[config.mk]
export PLATFORM = sky130hd
export DESIGN_NAME = step_dir_gen
export DESIGN_NICKNAME = d
export VERILOG_FILES = /design/src/rtl/step_dir_pkg.sv /design/src/rtl/step_gap_timer.sv /design/src/rtl/step_dir_gen.sv
export SDC_FILE = /design/constraint.sdc
export NUM_CORES = 1
export LEC_CHECK = 0
export BUFFER_PORTS_ARGS = -buffer_cell sky130_fd_sc_hd__buf_2
export CORE_MARGIN = 2
export CORE_UTILIZATION = 45
export CTS_CLUSTER_SIZE = 25
export DETAILED_ROUTE_END_ITERATION = 10
export PLACE_DENSITY_LB_ADDON = 0.08
export SLEW_MARGIN = 20
export SYNTH_ARGS = -nofsm -noshare
export SYNTH_HDL_FRONTEND = slang
export SYNTH_SLANG_ARGS = --single-unit
[constraint.sdc]
create_clock -name clk -period 3.4 [get_ports clk]
set_input_delay 0.34 -clock clk [delete_from_list [all_inputs] [get_ports clk]]
set_output_delay 0.34 -clock clk [all_outputs]
set_load 0.02 [all_outputs]
[src/rtl/step_dir_pkg.sv]
// Shared types and shortest-path helper for the step/direction command generator.
package step_dir_pkg;

    localparam int unsigned PATH_W = 32;

    typedef enum logic [1:0] {
        IDLE = 2'd0,
        MOVE = 2'd1,
        GAP  = 2'd2
    } state_t;

    typedef struct packed {
        logic              up;
        logic [PATH_W-1:0] remaining;
    } path_t;

    // Half of a ring of 2^width positions: the longest move ever taken.
    function automatic logic [PATH_W-1:0] half_ring(input int unsigned width);
        return 32'd1 << (width - 32'd1);
    endfunction

    // Direction and step count of the shortest modular path; a tie goes up.
    function automatic path_t shortest_path(input logic [PATH_W-1:0] pos,
                                            input logic [PATH_W-1:0] tgt,
                                            input int unsigned       width);
        path_t             res;
        logic [PATH_W-1:0] mask;
        logic [PATH_W-1:0] diff;
        mask          = (32'd1 << width) - 32'd1;
        diff          = (tgt - pos) & mask;
        res.up        = (diff <= half_ring(width));
        res.remaining = res.up ? diff : ((mask - diff) + 32'd1);
        return res;
    endfunction

endpackage

[src/rtl/step_gap_timer.sv]
// Down-counter spacing successive step pulses; flags when the gap has elapsed.
module step_gap_timer
    import step_dir_pkg::*;
#(
    parameter int STEP_DIV = 1
) (
    input  logic clk,
    input  logic reset,
    input  logic i_load,
    input  logic i_run,
    output logic o_expired
);

    localparam int            CW       = (STEP_DIV > 1) ? $clog2(STEP_DIV) : 1;
    localparam logic [CW-1:0] LOAD_VAL = CW'(STEP_DIV - 1);
    localparam logic [CW-1:0] CNT_ONE  = CW'(1);

    logic [CW-1:0] r_cnt;

    // Load on entry to the gap, then count down while the gap runs.
    always_ff @(posedge clk) begin
        if (!reset) begin
            r_cnt <= {CW{1'b0}};
        end else if (i_load) begin
            r_cnt <= LOAD_VAL;
        end else if (i_run && (r_cnt != {CW{1'b0}})) begin
            r_cnt <= r_cnt - CNT_ONE;
        end else begin
            r_cnt <= r_cnt;
        end
    end

    // The value seen in the last gap cycle is 1, so the FSM leaves on that edge.
    assign o_expired = (r_cnt <= CNT_ONE);

endmodule

[src/rtl/step_dir_gen.sv]
// Step/direction driver mirroring a downstream up/down counter along the shortest path.
// Optional abort input enabled by defining STEP_DIR_ABORT_EN.
module step_dir_gen
    import step_dir_pkg::*;
#(
    parameter int WIDTH    = 4,
    parameter int STEP_DIV = 1
) (
    input  logic             clk,
`ifdef STEP_DIR_ABORT_EN
    input  logic             abort,
`endif
    input  logic             reset,
    input  logic             tgt_valid,
    output logic             tgt_ready,
    input  logic [WIDTH-1:0] tgt_value,
    output logic             step,
    output logic             up_down,
    output logic [WIDTH-1:0] pos,
    output logic             busy,
    output logic             done
);

    localparam logic [WIDTH-1:0] ONE_W = WIDTH'(1);

    state_t           r_state;
    logic [WIDTH-1:0] r_pos;
    logic [WIDTH-1:0] r_rem;
    logic [WIDTH-1:0] r_tgt;
    logic             r_up;
    logic             r_step;
    logic             r_done;
    logic             r_busy;
    logic             r_ready;

    state_t           w_nxt_state;
    logic [WIDTH-1:0] w_nxt_pos;
    logic [WIDTH-1:0] w_nxt_rem;
    logic [WIDTH-1:0] w_nxt_tgt;
    logic             w_nxt_up;
    logic             w_nxt_step;
    logic             w_nxt_done;
    logic             w_gap_load;
    logic             w_gap_expired;
    logic             w_abort;
    logic             w_last;
    logic [WIDTH-1:0] w_pos_step;
    path_t            w_path;

`ifdef STEP_DIR_ABORT_EN
    assign w_abort = abort;
`else
    assign w_abort = 1'b0;
`endif

    assign w_path     = shortest_path(32'(r_pos), 32'(tgt_value), WIDTH);
    assign w_pos_step = r_up ? (r_pos + ONE_W) : (r_pos - ONE_W);
    assign w_last     = (r_rem <= ONE_W);

    step_gap_timer #(
        .STEP_DIV (STEP_DIV)
    ) u_gap_timer (
        .clk       (clk),
        .reset     (reset),
        .i_load    (w_gap_load),
        .i_run     (r_state == GAP),
        .o_expired (w_gap_expired)
    );

    // Next-state and next-output decode for the IDLE/MOVE/GAP sequencer.
    always_comb begin
        w_nxt_state = r_state;
        w_nxt_pos   = r_pos;
        w_nxt_rem   = r_rem;
        w_nxt_tgt   = r_tgt;
        w_nxt_up    = r_up;
        w_nxt_step  = 1'b0;
        w_nxt_done  = 1'b0;
        w_gap_load  = 1'b0;
        case (r_state)
            IDLE: begin
                if (tgt_valid && r_ready) begin
                    w_nxt_tgt = tgt_value;
                    if (w_path.remaining == 32'd0) begin
                        w_nxt_done = 1'b1;
                    end else begin
                        w_nxt_up    = w_path.up;
                        w_nxt_rem   = WIDTH'(w_path.remaining);
                        w_nxt_state = MOVE;
                        w_nxt_step  = 1'b1;
                    end
                end else begin
                    w_nxt_tgt = r_tgt;
                end
            end
            MOVE: begin
                // The step pulsed this cycle is committed to the mirror even when aborted.
                w_nxt_pos = w_pos_step;
                if (w_abort) begin
                    w_nxt_state = IDLE;
                    w_nxt_rem   = {WIDTH{1'b0}};
                end else if (w_last) begin
                    w_nxt_state = IDLE;
                    w_nxt_rem   = {WIDTH{1'b0}};
                    w_nxt_done  = (w_pos_step == r_tgt);
                end else if (STEP_DIV == 1) begin
                    w_nxt_rem  = r_rem - ONE_W;
                    w_nxt_step = 1'b1;
                end else begin
                    w_nxt_rem   = r_rem - ONE_W;
                    w_nxt_state = GAP;
                    w_gap_load  = 1'b1;
                end
            end
            GAP: begin
                if (w_abort) begin
                    w_nxt_state = IDLE;
                    w_nxt_rem   = {WIDTH{1'b0}};
                end else if (w_gap_expired) begin
                    w_nxt_state = MOVE;
                    w_nxt_step  = 1'b1;
                end else begin
                    w_nxt_state = GAP;
                end
            end
            default: begin
                w_nxt_state = IDLE;
                w_nxt_rem   = {WIDTH{1'b0}};
            end
        endcase
    end

    // State, position mirror and registered outputs.
    always_ff @(posedge clk) begin
        if (!reset) begin
            r_state <= IDLE;
            r_pos   <= {WIDTH{1'b0}};
            r_rem   <= {WIDTH{1'b0}};
            r_tgt   <= {WIDTH{1'b0}};
            r_up    <= 1'b1;
            r_step  <= 1'b0;
            r_done  <= 1'b0;
            r_busy  <= 1'b0;
            r_ready <= 1'b1;
        end else begin
            r_state <= w_nxt_state;
            r_pos   <= w_nxt_pos;
            r_rem   <= w_nxt_rem;
            r_tgt   <= w_nxt_tgt;
            r_up    <= w_nxt_up;
            r_step  <= w_nxt_step;
            r_done  <= w_nxt_done;
            r_busy  <= (w_nxt_state != IDLE);
            r_ready <= (w_nxt_state == IDLE);
        end
    end

    assign tgt_ready = r_ready;
    assign step      = r_step;
    assign up_down   = r_up;
    assign pos       = r_pos;
    assign busy      = r_busy;
    assign done      = r_done;

endmodule

==> results.py <==
metrics = {
    "cells_and_area": {
        "drive_gt1_frac": 0.1646,
        "fillers": 272,
        "instances_no_fill": 195,
        "n_antenna_cell": 0,
        "num-nets-final": 183,
        "syn_to_final_growth_pct": 9.652,
    },
    "worst_setup_path": {
        "rr_startpoint": "pos[0]",
        "path_max_fanout": 6,
        "worstPathArrival_ps": 2860,
        "cp.required_ps": 3590,
        "crit_type": "flip-flop to flip-flop",
        "timing.rr.end": "step",
        "critPathLaunch": "pos[0]",
        "cp-end-kind": "flip-flop",
        "r2r_slack_ps": 730,
        "worstRegToRegCells": 7,
        "start_kind": "flip-flop",
    },
    "power": {
        "intPower_uw": 349.5,
        "p_per_area_nw_per_um2": 375.1,
        "power_frac_seq": 0.470,
        "power.switching_uw": 183.6,
        "vdd_drop_max_uv": 269.3,
        "combPwrFrac": 0.316,
        "p_sw_frac": 0.3445,
        "leakagePower_uw": 0.0005897,
        "p_clk_frac": 0.214,
    },
    "placement": {
        "preCtsSetupSlack_ps": 711.2,
        "place_congestion": 0.8664,
        "dp.cells": 191,
        "portBuffers": 15,
        "post-dp-hpwl_um": 2190,
    },
    "logic_synthesis": {
        "async_flop_share": 0,
        "synthesis.area_um2": 1296,
        "synth_nets": 167,
        "synthFlopType": "dfxtp_1",
        "yosysWarnings": 0,
        "synthCells": 149,
        "synth_cell_type_count": 46,
        "ys_seq_area_frac": 0.2934,
        "ys_ff_latch": 19,
        "synth_edf_count": 0,
        "syn_area_per_cell_um2": 8.700,
    },
    "die": {
        "io_pins": 16,
        "num_rows": 19,
        "die_w_um": 57.67,
        "dieArea_um2": 3326,
        "die_h_um": 57.67,
        "start_util": 0.4701,
        "core-area_um2": 2758,
    },
    "drt": {
        "route.vias.total": 1079,
        "wl_per_cell_um": 14.12,
        "detail-route-antenna-nets": 0,
        "wirelength_um": 2753,
        "drtPass1Iterations": 4,
        "drt_iter0_drc": 26,
        "viasPerCell": 5.533,
        "drc": 0,
    },
    "clocking": {
        "cts_hold_buf": 0,
        "post_cts_resized": 0,
        "htreeDepth": 1,
        "path_clk_slew_ps": 110,
        "cts_buffer_depth": 2,
        "insertion_delay_ps": 290,
        "clock-sinks": 19,
        "cts_tree": "built",
        "cts_buffers": 3,
        "cts-root-buf": "clkbuf_4",
        "post_cts_buffers": 0,
    },
    "sta": {
        "setup_ws_ps": 728.1,
        "period_minus_slack_ps": 2672,
        "fin_worst_skew_ps": 1.114,
        "setup-tns-final_ps": 0,
        "final_hold_viol_count": 0,
        "fmax_ghz": 0.3743,
        "report.final.slew_viol_count": 0,
        "post-route-period-util": 0.7859,
        "worst_pin_slew_ps": 651.7,
        "max_slew_margin": 0.5646,
        "grt_setup_unrepaired": "no",
        "finalSetupViolations": 0,
    },
    "global_route": {
        "grt_usage": 0.1791,
        "grt_pass1_wl_um": 4616,
        "gr-total-overflow": 0,
        "antenna_found_initial": 0,
        "grt_start_max_net_pins": 15,
        "grt_pass1_vias": 1009,
    },
    "worst_hold_path": {
        "min_from": "tgt_value[0]",
        "hold_path.class": "input pin to flip-flop",
        "hold_path_end": "r_tgt[0]",
        "hold_depth": 3,
    },
    "run": {
        "cap_violations": 0,
    },
    "run_status": {
        "status": "complete, no violations",
    },
}
==> how the worst max path moves through the flow <==
| stage | slack [ps] | depth (start not counted) | endpoint |
|---|---|---|---|
| 6_report | 730 | 7 | step |
| 5_1_grt | 630 | 7 | step |
| 4_1_cts | 770 | 7 | step |
| 3_5_place_dp | 710 | 9 | step |
| 3_3_place_gp | 810 | 9 | step |
| 2_1_floorplan | 850 | 7 | busy |
==> sequential cells by signal, indices dropped and copies added, names as in the netlist <==
| register | cells |
|---|---|
| pos | 4 |
| r_rem | 4 |
| r_tgt | 4 |
| r_state | 2 |
| busy | 1 |
| done | 1 |
| step | 1 |
| tgt_ready | 1 |
| up_down | 1 |
==> worst max-delay path, stage by stage (launching register included) <==
cell and delay, ps:
dfxtp_1 470, ha_1 250, fa_1 500, ha_1 290
o41ai_1 380, a211o_2 220, a21boi_2 100, o311a_1 340
==> stage by stage <==
step / hold WS, ps / utilization / cell area [um^2] / total power, uW
after detailed placement: 484.7 / 0.5054 / 1394 / 422.7
after CTS: 297.7 / 0.5154 / 1421 / 538.2
after floorplan: 450.2 / - / 1296 / 382.7
final: 301.5 / 0.5154 / 1421 / 533.1
after global routing: 303.1 / 0.5154 / 1421 / 572.6
after global placement: 474.6 / 0.5054 / 1394 / 420.6
==> synthesized netlist by cell type, drive strengths merged (3+ instances only) <==
library cell / count / area, um^2
ha: 9 / 112.6
clkbuf: 3 / 11.26
and2: 3 / 18.77
xnor2: 6 / 52.55
o21ai: 6 / 30.02
dfxtp: 19 / 380.4
o311a: 3 / 30.03
a21oi: 7 / 38.79
mux2i: 9 / 90.09
nor2b: 4 / 25.02
nand2: 14 / 52.55
nand2b: 5 / 31.28
nor3: 3 / 20.02
xor2: 5 / 51.30
nor2: 15 / 56.30
inv: 8 / 30.03
==> logic make-up after synthesis <==
group | Yosys count | synth area share
other | 1 | 0.002893
AOI/OAI and AO/OA | 36 | 0.2133
and+or+nand+nor | 49 | 0.1844
buffers and inverters | 13 | 0.03860
DFF | 19 | 0.2934
xor gates and xnor gates | 11 | 0.08012
muxes | 9 | 0.06950
adders and majority gates | 11 | 0.1178
==> cell usage in the layout (no fill, tap or decap), drive strengths merged, types with 2 or more instances in the layout <==
cell / instances
clkinv: 2
nor3: 3
a21boi: 2
o21ai: 6
clkbuf: 3
o311a: 3
nor2b: 4
dfxtp: 19
and2: 3
o32ai: 2
o22ai: 2
a21oi: 7
buf: 15
xor2: 5
a211oi: 2
nand2b: 5
mux2i: 9
inv: 8
ha: 9
xnor2: 6
nor2: 15
nand2: 14
fa: 2
==> layout make-up <==
class                           instances  area (um^2)  area share
Timing Repair Buffer                   15        75.07     0.05282
Inverter                                9        33.78     0.02377
Clock inverter                          1        5.005    0.003521
Sequential cell                        19        380.4      0.2676
Clock buffer                            3        22.52     0.01585
Tap cell                               31        38.79     0.02729
Multi-Input combinational cell        117        865.8      0.6092
==> metal layers <==
layer / vias to the layer above / GRT usage / part of all wire
li1: 557 / - / -
met1: 513 / 0.2577 / 0.51
met2: 7 / 0.2857 / 0.47
met3: 2 / 0.02679 / 0.016
met4: 0 / 0.03987 / 0.0062
met5: - / 0 / 0
==> power groups by stage <==
stage,Sequential (uW),Combinational (uW),Clock [uW]
floorplan,258,125,0
global placement,255,166,0
detailed placement,255,167,0
CTS,250,168,120
global route,252,187,133
finish,250,169,114
Note: power is estimated with default switching activity, not from simulation.
